### config.mk
export PLATFORM = sky130hd
export DESIGN_NAME = store_rmw_ctrl
export DESIGN_NICKNAME = d
export VERILOG_FILES = /design/src/rtl/store_rmw_ctrl.sv
export SDC_FILE = /design/constraint.sdc
export NUM_CORES = 1
export LEC_CHECK = 0
export ABC_AREA = 1
export BUFFER_PORTS_ARGS = -buffer_cell sky130_fd_sc_hd__buf_2
export CAP_MARGIN = 40
export CORE_MARGIN = 3
export CORE_UTILIZATION = 45
export DETAILED_ROUTE_END_ITERATION = 8
export PLACE_DENSITY = 0.79
export REMOVE_ABC_BUFFERS = 1
export SYNTH_ARGS = -nofsm -noshare
export SYNTH_HDL_FRONTEND = slang
export SYNTH_SLANG_ARGS = --single-unit
### constraint.sdc
create_clock -name clk -period 2.26 [get_ports clk]
set_input_delay 0.226 -clock clk [delete_from_list [all_inputs] [get_ports clk]]
set_output_delay 0.226 -clock clk [all_outputs]
set_load 0.01 [all_outputs]
### src/rtl/store_rmw_ctrl.sv
// Store sequencer for a word-wide data RAM with a registered read port.
// SB/SH become read-modify-write; aligned SW is a single write; misaligned stores are rejected.
module store_rmw_ctrl #(
    parameter int ADDR_W     = 10,
    parameter int MEM_RD_LAT = 1
) (
    input  logic              clk,
    input  logic              rst,
    input  logic              req_valid_i,
    output logic              req_ready_o,
    input  logic [31:0]       req_addr_i,
    input  logic [31:0]       req_wdata_i,
    input  logic [1:0]        req_size_i,
    output logic              done_o,
    output logic              misalign_err_o,
    output logic [ADDR_W-1:0] mem_addr_o,
    output logic              mem_rd_en_o,
    input  logic [31:0]       mem_rdata_i,
    output logic              mem_wr_en_o,
    output logic [31:0]       mem_wdata_o
);

    localparam int               CNT_W    = (MEM_RD_LAT > 1) ? $clog2(MEM_RD_LAT) : 1;
    localparam logic [CNT_W-1:0] CNT_LOAD = CNT_W'(MEM_RD_LAT - 1);

    typedef enum logic [2:0] {IDLE, READ, WAIT, WRITE, ERR} state_e;

    state_e             state_q;
    logic [1:0]         offset_q;
    logic               byte_q;
    logic [15:0]        wdata_q;
    logic [CNT_W-1:0]   cnt_q;
    logic               ready_q;
    logic               done_q;
    logic               misalign_q;
    logic               rd_en_q;
    logic               wr_en_q;
    logic [ADDR_W-1:0]  maddr_q;
    logic [31:0]        mwdata_q;

    logic               misalign_d;
    logic [31:0]        merged_d;
    logic               unused_addr_hi;

    // Byte address bits above the RAM's reach are deliberately ignored.
    assign unused_addr_hi = ^req_addr_i[31:ADDR_W+2];

    always_comb begin
        misalign_d = 1'b0;
        case (req_size_i)
            2'b00:   misalign_d = 1'b0;
            2'b01:   misalign_d = req_addr_i[0];
            2'b10:   misalign_d = (req_addr_i[1:0] != 2'b00);
            default: misalign_d = 1'b1;
        endcase
    end

    // Little-endian lane insert of the latched store data into the word just read.
    always_comb begin
        merged_d = mem_rdata_i;
        if (byte_q) begin
            merged_d[{offset_q, 3'b000} +: 8] = wdata_q[7:0];
        end else if (offset_q[1]) begin
            merged_d[31:16] = wdata_q;
        end else begin
            merged_d[15:0] = wdata_q;
        end
    end

    always_ff @(posedge clk or posedge rst) begin
        if (rst) begin
            state_q    <= IDLE;
            offset_q   <= 2'b00;
            byte_q     <= 1'b0;
            wdata_q    <= 16'h0000;
            cnt_q      <= '0;
            ready_q    <= 1'b1;
            done_q     <= 1'b0;
            misalign_q <= 1'b0;
            rd_en_q    <= 1'b0;
            wr_en_q    <= 1'b0;
            maddr_q    <= '0;
            mwdata_q   <= 32'h0000_0000;
        end else begin
            done_q     <= 1'b0;
            misalign_q <= 1'b0;
            rd_en_q    <= 1'b0;
            wr_en_q    <= 1'b0;
            case (state_q)
                IDLE: begin
                    if (req_valid_i && ready_q) begin
                        offset_q <= req_addr_i[1:0];
                        byte_q   <= (req_size_i == 2'b00);
                        wdata_q  <= req_wdata_i[15:0];
                        ready_q  <= 1'b0;
                        if (misalign_d) begin
                            state_q    <= ERR;
                            done_q     <= 1'b1;
                            misalign_q <= 1'b1;
                        end else begin
                            maddr_q <= req_addr_i[ADDR_W+1:2];
                            if (req_size_i == 2'b10) begin
                                state_q  <= WRITE;
                                wr_en_q  <= 1'b1;
                                done_q   <= 1'b1;
                                mwdata_q <= req_wdata_i;
                            end else begin
                                state_q <= READ;
                                rd_en_q <= 1'b1;
                            end
                        end
                    end
                end
                READ: begin
                    state_q <= WAIT;
                    cnt_q   <= CNT_LOAD;
                end
                // Read data is valid in the cycle the counter reaches zero.
                WAIT: begin
                    if (cnt_q == '0) begin
                        state_q  <= WRITE;
                        mwdata_q <= merged_d;
                        wr_en_q  <= 1'b1;
                        done_q   <= 1'b1;
                    end else begin
                        cnt_q <= cnt_q - CNT_W'(1);
                    end
                end
                WRITE, ERR: begin
                    state_q <= IDLE;
                    ready_q <= 1'b1;
                end
                default: begin
                    state_q <= IDLE;
                    ready_q <= 1'b1;
                end
            endcase
        end
    end

    assign req_ready_o    = ready_q;
    assign done_o         = done_q;
    assign misalign_err_o = misalign_q;
    assign mem_addr_o     = maddr_q;
    assign mem_rd_en_o    = rd_en_q;
    assign mem_wr_en_o    = wr_en_q;
    assign mem_wdata_o    = mwdata_q;

endmodule

==> impl_metrics.json, run 1 <==
{
  "status": "completed",
  "powerDensity_nw_per_um2": 1270,
  "overflow": 0,
  "ys_seq_elements": 69,
  "hp-class": "primary input to flip-flop",
  "fin_hold_ws_ns": 0.106,
  "cap_violations": 0,
  "synth_top_cell_by_area": "dfrtp_1",
  "rr_endpoint": "mem_wdata_o[16]",
  "track_usage_pct": 23.1,
  "worstHoldPathCells": 3,
  "tightest_slew_ns": 0.534,
  "die_width_microns": 106,
  "vias_per_cell": 4.88,
  "nFillCells": 942,
  "max-clock-path-buffers": 2,
  "synth_cell_types": 24,
  "clock-root-buffer": "clkbuf_8",
  "nets": 955,
  "htree_levels": 3,
  "post-route-min-period_ns": 1.82,
  "power.total_w": 0.00704,
  "ant_nets": 0,
  "hold_start": "req_addr_i[10]",
  "critPathLaunchType": "flip-flop",
  "path_class": "flip-flop to flip-flop",
  "hold_viol": 0,
  "critPathRequiredTime_ns": 2.55,
  "fmax_ghz": 0.548,
  "ir_worst_vdd_uv": 614,
  "ios": 148,
  "clock-sinks": 69,
  "syn_avg_cell_area_sq_um": 6.25,
  "finalSetupViolCount": 0,
  "timing.rr.start": "offset_q[0]",
  "synthTopCellsByArea": "dfrtp_1 (38%), nand2_1 (29%), nand3_1 (9.8%)",
  "max_slew_margin_pct": 64.3,
  "die_y_microns": 106,
  "drcViolationCount": 0,
  "syn2layout_area_growth_pct": 22.8,
  "path_max_fanout": 9,
  "rows": 35,
  "syn-cell-area_sq_um": 4530,
  "dpl.hpwl_microns": 9080,
  "num_antenna_cells": 0,
  "r2r_cells": 11,
  "clk_latency_ns": 0.35,
  "cts_resized": 0,
  "drv_slew": 0,
  "grt_max_degree": 65,
  "cts_tree": "built",
  "vias": 4797,
  "start_util_pct": 47.6,
  "clk_pin_slew_ns": 0.07,
  "drt_first_iter_violations": 344,
  "clock_skew_ns": 0.00705,
  "min_period_over_period_pct": 80.7,
  "coreArea_sq_um": 9500,
  "seq_area_frac_synth_pct": 38.2,
  "wl_per_cell_microns": 12.8,
  "io_buffers": 127,
  "cp-end-kind": "flip-flop",
  "synth_top_area_share_pct": 37.6,
  "layout-drive-gt1-share_pct": 21.4,
  "critPathArrivalTime_ns": 2.11,
  "placed_area_sq_um": 5320,
  "whs_endpoint": "mem_addr_o[8]",
  "grt_pass1_vias": 4473,
  "place_congestion": 0.863,
  "design_area_sq_um": 5560,
  "grt_setup_unrepaired": "no",
  "firstDrtPassIters": 5,
  "multi_input_area_sq_um": 2330,
  "grt_pass1_wl_microns": 21100,
  "antenna_found_initial": 0,
  "register_area_sq_um": 1730,
  "final_cell_mix": "nand2_1 (353), buf_2 (127), nand3_1 (89)",
  "synth_cells": 725,
  "regToRegSetupSlack_ns": 0.44,
  "die-area_sq_um": 11300,
  "wirelength_microns": 12600,
  "final_common_cell": "nand2_1",
  "cts_buffers": 9,
  "yosysWarnings": 0,
  "leakage_nw": 3.34
}
## state kept, by name (all words and copies together) (netlist names)
signal and flops:
mem_wdata_o 32, wdata_q 16, mem_addr_o 10, state_q 3, offset_q 2, byte_q 1
done_o 1, mem_rd_en_o 1, mem_wr_en_o 1, misalign_err_o 1, req_ready_o 1
## worst max-delay path by stage
stage / startpoint / end / slack (ns) / cells after the start
after detailed placement: offset_q[1] / mem_wdata_o[8] / 0.45 / 10
after global routing: offset_q[1] / mem_wdata_o[22] / 0.20 / 10
after global placement: offset_q[1] / mem_wdata_o[15] / 0.47 / 10
final: offset_q[0] / mem_wdata_o[16] / 0.44 / 11
after floorplan: offset_q[1] / mem_wdata_o[8] / -0.36 / 11
after CTS: offset_q[1] / mem_wdata_o[8] / 0.43 / 10
## power breakdown
group / internal [W] / leakage [nW] / switching, W
clock: 0.000679 / 0.116 / 0.000474
sequential: 0.00180 / 0.852 / 0.000369
combinational: 0.00139 / 2.37 / 0.00233
## critical path, cell delays in order, from the launching register on
cell	delay [ns]
dfrtp_1	0.39
clkinv_1	0.07
buf_4	0.15
ha_1	0.16
inv_2	0.09
nor2_1	0.43
nand3_1	0.14
nand2_1	0.09
nand2_1	0.08
nand2_1	0.06
nand2_1	0.04
nand2_1	0.06
## per-stage QoR
step                      std cells  util, %  worst slack [ns]  setup TNS [ns]
after floorplan                 688        -            -0.361          -11.03
final                           983     58.5             0.436               0
after detailed placement        966     56.0             0.446               0
after global placement          966     56.0             0.465               0
after global routing            983     58.5             0.203               0
after CTS                       983     58.5             0.428               0
## synthesized netlist by cell type
| master | number |
|---|---|
| inv_2 | 10 |
| buf_1 | 2 |
| clkbuf_1 | 9 |
| dfstp_2 | 1 |
| nor3_1 | 3 |
| clkinv_1 | 3 |
| buf_6 | 4 |
| ha_1 | 5 |
| a21oi_1 | 43 |
| nand2_4 | 1 |
| o21ai_0 | 3 |
| buf_4 | 3 |
| nand3_1 | 89 |
| or2_1 | 1 |
| nor2_1 | 31 |
| nand2_1 | 353 |
| nand2_2 | 3 |
| buf_2 | 18 |
| o21ai_1 | 14 |
| nand3_2 | 1 |
| dfrtp_1 | 68 |
| nor2_4 | 2 |
| clkbuf_2 | 1 |
| inv_1 | 57 |
## metal layers
layer | GRT usage, % | vias up | share of wire, %
li1 | - | 2491 | -
met1 | 30.0 | 2113 | 44
met2 | 38.1 | 172 | 47
met3 | 4.80 | 21 | 7.3
met4 | 8.05 | 0 | 1.8
met5 | 0 | - | 0
## logic make-up (layout without fill, tap and decap cells)
logic type,after synthesis,after routing,synth area share [%]
compound gates,60,60,6.63
fa+ha+maj,5,5,1.38
buf+inv,107,236,10.3
flops,69,69,38.2
simple gates,484,484,43.5
## what timing repair did
item                                   CTS  global route
endpoints found under the hold margin   15             0
setup buffers                            0             0
hold buffers                             1             0
## cell type report
| class | count | share of cell area (%) |
|---|---|---|
| clock buffers | 12 | 2.79 |
| clock inverters | 4 | 1.26 |
| inverters | 70 | 4.73 |
| multi-input cells | 549 | 42.0 |
| flip-flops and latches | 69 | 31.1 |
| well taps | 129 | 2.90 |
| repair buffers | 150 | 15.3 |
Power figures use the tool's default switching activity.
==> inputs of run 2 (changes only) <==
==> constraint.sdc (replaced) <==
create_clock -name clk -period 1.9 [get_ports clk]
set_input_delay 0.19 -clock clk [delete_from_list [all_inputs] [get_ports clk]]
set_output_delay 0.19 -clock clk [all_outputs]
set_load 0.01 [all_outputs]
==> impl_metrics.json, run 2 (synthesis gave the netlist of run 1 again) <==
{
  "clk_pin_slew_ns": 0.08,
  "clock_skew_ns": 0.00881,
  "place_inst": 969,
  "coreArea_sq_um": 9500,
  "cp-end-kind": "flip-flop",
  "path_max_fanout": 8,
  "finalSetupViolCount": 0,
  "rr_endpoint": "mem_wdata_o[9]",
  "die_width_microns": 106,
  "dpl.hpwl_microns": 9160,
  "path_class": "flip-flop to flip-flop",
  "clock-root-buffer": "clkbuf_8",
  "clock-sinks": 69,
  "max_slew_margin_pct": 60.3,
  "power.total_w": 0.00845,
  "wirelength_microns": 12800,
  "vias_per_cell": 4.93,
  "nets": 958,
  "place_congestion": 0.882,
  "ant_nets": 0,
  "track_usage_pct": 23.5,
  "min_period_over_period_pct": 87.8,
  "die_y_microns": 106,
  "cts_setup_buffers": 0,
  "io_buffers": 127,
  "r2r_cells": 10,
  "design_area_sq_um": 5610,
  "grt_setup_unrepaired": "yes",
  "regToRegSetupSlack_ns": 0.23,
  "antenna_found_initial": 1,
  "start_util_pct": 47.6,
  "clk_latency_ns": 0.35,
  "dpl_worst_slack_ns": 0.143,
  "final_cell_mix": "nand2_1 (353), buf_2 (127), nand3_1 (89)",
  "placed_area_sq_um": 5360,
  "layout-drive-gt1-share_pct": 22.6,
  "syn2layout_area_growth_pct": 23.9,
  "wl_per_cell_microns": 13.0,
  "critPathRequiredTime_ns": 2.19,
  "final_cells": 986,
  "grt_pass1_vias": 4706,
  "register_area_sq_um": 1730,
  "hold_viol": 0,
  "whs_endpoint": "mem_addr_o[2]",
  "largest_reg_flops": 32,
  "cap_violations": 0,
  "powerDensity_nw_per_um2": 1510,
  "finish.utilization_pct": 59.0,
  "vias": 4861,
  "nFillCells": 952,
  "ir_worst_vdd_uv": 813,
  "drv_slew": 0,
  "drcViolationCount": 0,
  "cts_buffers": 9,
  "post-route-min-period_ns": 1.67,
  "max-clock-path-buffers": 2,
  "timing.rr.start": "offset_q[1]",
  "htree_levels": 3,
  "hold_start": "req_addr_i[4]",
  "grt_pass1_wl_microns": 21700,
  "drt_first_iter_violations": 328,
  "die-area_sq_um": 11300,
  "worstHoldPathCells": 3,
  "leakage_nw": 3.35,
  "num_antenna_cells": 0,
  "tightest_slew_ns": 0.593,
  "critPathLaunchType": "flip-flop",
  "critPathArrivalTime_ns": 1.96,
  "ios": 148,
  "overflow": 0,
  "final_common_cell": "nand2_1",
  "grt_max_degree": 65,
  "multi_input_area_sq_um": 2350,
  "hp-class": "primary input to flip-flop",
  "status": "completed",
  "rows": 35,
  "fmax_ghz": 0.599,
  "cts_tree": "built",
  "final.setup.worst_slack_ns": 0.231,
  "firstDrtPassIters": 5
}
run 2: cell count changes in the layout (fill, tap and decap cells not counted), sizes merged:
cell,before,now
buf,149,152
clkinvlp,0,1
clkbuf,12,10
clkinv,5,6
run 2: what timing repair did:
item | CTS | global route
hold buffers | 1 | 0
endpoints found under the setup margin | 0 | 31
endpoints found under the hold margin | 19 | 0
gates resized for setup | 0 | 8
run 2: final cells by class:
cell class	count	area share [%]
clock inverter	6	1.54
timing repair buffer	153	15.8
multi-input combinational	549	41.8
inverter	70	4.68
clock buffer	10	2.45
sequential	69	30.8
tap	129	2.88
run 2: per-stage QoR:
stage,hold slack [ns],setup TNS [ns]
floorplan,0.323,-24.47
global placement,0.243,0
detailed placement,0.247,0
CTS,0.0606,0
global route,0.0709,-0.000432
finish,0.0707,0
run 2: where the power goes:
| group | switching (W) | internal [W] |
|---|---|---|
| Sequential | 0.000437 | 0.00214 |
| Combinational | 0.00281 | 0.00170 |
| Clock | 0.000596 | 0.000773 |
| Total | 0.00384 | 0.00461 |
run 2: routing by layer:
layer,vias to the layer above,global-route usage [%],routed length [microns]
li1,2495,-,-
met1,2169,29.8,5590
met2,179,39.5,6000
met3,16,6.38,1050
met4,2,6.11,153
met5,-,0,13
run 2: how the worst max path moves through the flow:
| stage | start | end | slack [ns] | depth (start not counted) |
|---|---|---|---|---|
| 2_1_floorplan | offset_q[1] | mem_wdata_o[8] | -0.72 | 11 |
| 3_3_place_gp | offset_q[1] | mem_wdata_o[12] | 0.15 | 10 |
| 3_5_place_dp | offset_q[1] | mem_wdata_o[15] | 0.14 | 10 |
| 4_1_cts | offset_q[1] | mem_wdata_o[9] | 0.12 | 10 |
| 5_1_grt | offset_q[1] | mem_wdata_o[18] | -0.0004 | 10 |
| 6_report | offset_q[1] | mem_wdata_o[9] | 0.23 | 10 |
run 2: critical path, stage by stage (launching register included):
cell     delay, ns
dfrtp_1       0.37
inv_1         0.12
ha_2          0.38
nand2_1       0.07
nor2_2        0.27
nand2_1       0.10
nand2_1       0.07
nand2_1       0.07
nand2_1       0.06
nand2_1       0.05
nand2_1       0.07
==> inputs of run 3 (changes only) <==
--- a/config.mk
+++ b/config.mk
@@ -6,6 +6,7 @@
 export NUM_CORES = 1
 export LEC_CHECK = 0
 export ABC_AREA = 1
+export ABC_CLOCK_PERIOD_IN_PS = 1870
 export BUFFER_PORTS_ARGS = -buffer_cell sky130_fd_sc_hd__buf_2
 export CAP_MARGIN = 40
 export CORE_MARGIN = 3
==> constraint.sdc (replaced) <==
create_clock -name clk -period 1.87 [get_ports clk]
set_input_delay 0.187 -clock clk [delete_from_list [all_inputs] [get_ports clk]]
set_output_delay 0.187 -clock clk [all_outputs]
set_load 0.01 [all_outputs]
==> impl_metrics.json, run 3 (synthesis gave the netlist of run 1 again) <==
{
  "status": "completed",
  "die_width_microns": 106,
  "io_buffers": 127,
  "vias_per_cell": 4.92,
  "clock-root-buffer": "clkbuf_8",
  "tightest_slew_ns": 0.584,
  "drt_first_iter_violations": 294,
  "path_class": "flip-flop to flip-flop",
  "path_max_fanout": 35,
  "critPathLaunchType": "flip-flop",
  "fin_hold_ws_ns": 0.0689,
  "tns_ns": 0,
  "start_util_pct": 47.6,
  "power.total_w": 0.00854,
  "cts_tree": "built",
  "critPathArrivalTime_ns": 1.94,
  "drv_slew": 0,
  "wirelength_microns": 12700,
  "fmax_ghz": 0.603,
  "finalSetupViolCount": 0,
  "rows": 35,
  "clock-sinks": 69,
  "grt_max_degree": 70,
  "firstDrtPassIters": 5,
  "dpl.hpwl_microns": 8810,
  "leakage_nw": 3.33,
  "overflow": 0,
  "vias": 4822,
  "wl_per_cell_microns": 12.9,
  "hold_start": "req_addr_i[11]",
  "drcViolationCount": 0,
  "rr_endpoint": "mem_wdata_o[17]",
  "layout-drive-gt1-share_pct": 22.3,
  "max-clock-path-buffers": 2,
  "nFillCells": 972,
  "cap_violations": 0,
  "whs_endpoint": "mem_addr_o[9]",
  "ant_nets": 0,
  "antenna_found_initial": 1,
  "final_common_cell": "nand2_1",
  "finish.utilization_pct": 58.6,
  "grt_setup_unrepaired": "no",
  "powerDensity_nw_per_um2": 1530,
  "syn2layout_area_growth_pct": 23.0,
  "clk_latency_ns": 0.35,
  "critPathRequiredTime_ns": 2.15,
  "final_cell_mix": "nand2_1 (353), buf_2 (127), nand3_1 (89)",
  "die-area_sq_um": 11300,
  "place_congestion": 0.896,
  "ios": 148,
  "hp-class": "primary input to flip-flop",
  "worstHoldPathCells": 3,
  "track_usage_pct": 23.2,
  "grt_pass1_wl_microns": 21400,
  "grt_pass1_vias": 4485,
  "min_period_over_period_pct": 88.7,
  "dpl_worst_slack_ns": 0.128,
  "hold_viol": 0,
  "r2r_cells": 11,
  "clock_skew_ns": 0.0119,
  "cts_buffers": 9,
  "clk_pin_slew_ns": 0.08,
  "regToRegSetupSlack_ns": 0.21,
  "coreArea_sq_um": 9500,
  "timing.rr.start": "offset_q[1]",
  "final.setup.worst_slack_ns": 0.211,
  "htree_levels": 3,
  "max_slew_margin_pct": 60.9,
  "cp-end-kind": "flip-flop",
  "post-route-min-period_ns": 1.66,
  "largest_reg_flops": 32,
  "ir_worst_vdd_uv": 772,
  "num_antenna_cells": 0,
  "die_y_microns": 106,
  "nets": 953
}
## run 3: worst max-delay path, cell delays in order, from the launching register on
cell and delay (ns):
dfrtp_1 0.36, buf_6 0.28, ha_1 0.22, inv_2 0.09, nor2_1 0.10, buf_4 0.16, nand3_1 0.08, nand2_1 0.07
nand2_1 0.07, nand2_1 0.06, nand2_1 0.04, nand2_1 0.06
## run 3: what timing repair did
item	in CTS	in global routing
endpoints found under the hold margin	68	0
buffers inserted	0	0
gates resized for setup	0	10
hold buffers	1	0
endpoints found under the setup margin	0	26
## run 3: power by group
part | internal, W | leakage [nW] | switching, W
registers | 0.00218 | 0.852 | 0.000455
logic | 0.00169 | 2.36 | 0.00284
clock network | 0.000782 | 0.113 | 0.000589
## run 3: worst max-delay path by stage
stage                            from         endpoint
after global placement    offset_q[1]  mem_wdata_o[15]
after global routing      req_ready_o  mem_wdata_o[15]
after CTS                 offset_q[1]  mem_wdata_o[15]
after detailed placement  offset_q[1]  mem_wdata_o[15]
final                     offset_q[1]  mem_wdata_o[17]
after floorplan           offset_q[1]   mem_wdata_o[8]
## run 3: cell type report
cell class | count | area (sq um) | area share, %
Tap cell | 129 | 161 | 2.90
Multi-Input combinational cell | 549 | 2350 | 42.2
Sequential cell | 69 | 1730 | 31.0
Clock buffer | 11 | 141 | 2.54
Clock inverter | 5 | 75.1 | 1.35
Timing Repair Buffer | 148 | 850 | 15.3
Inverter | 70 | 263 | 4.72
## run 3: per-layer routing
metal	routed length, microns	vias to the layer above	GRT usage [%]
met4	116	2	5.27
met2	5970	172	38.0
met3	1080	14	5.46
li1	-	2485	-
met5	7	-	0
met1	5510	2149	31.1
## run 3: stage by stage
| step | instances | area (sq um) |
|---|---|---|
| final | 981 | 5570 |
| after global routing | 981 | 5570 |
| after CTS | 981 | 5550 |
| after detailed placement | 964 | 5320 |
| after global placement | 964 | 5320 |
| after floorplan | 688 | 4320 |
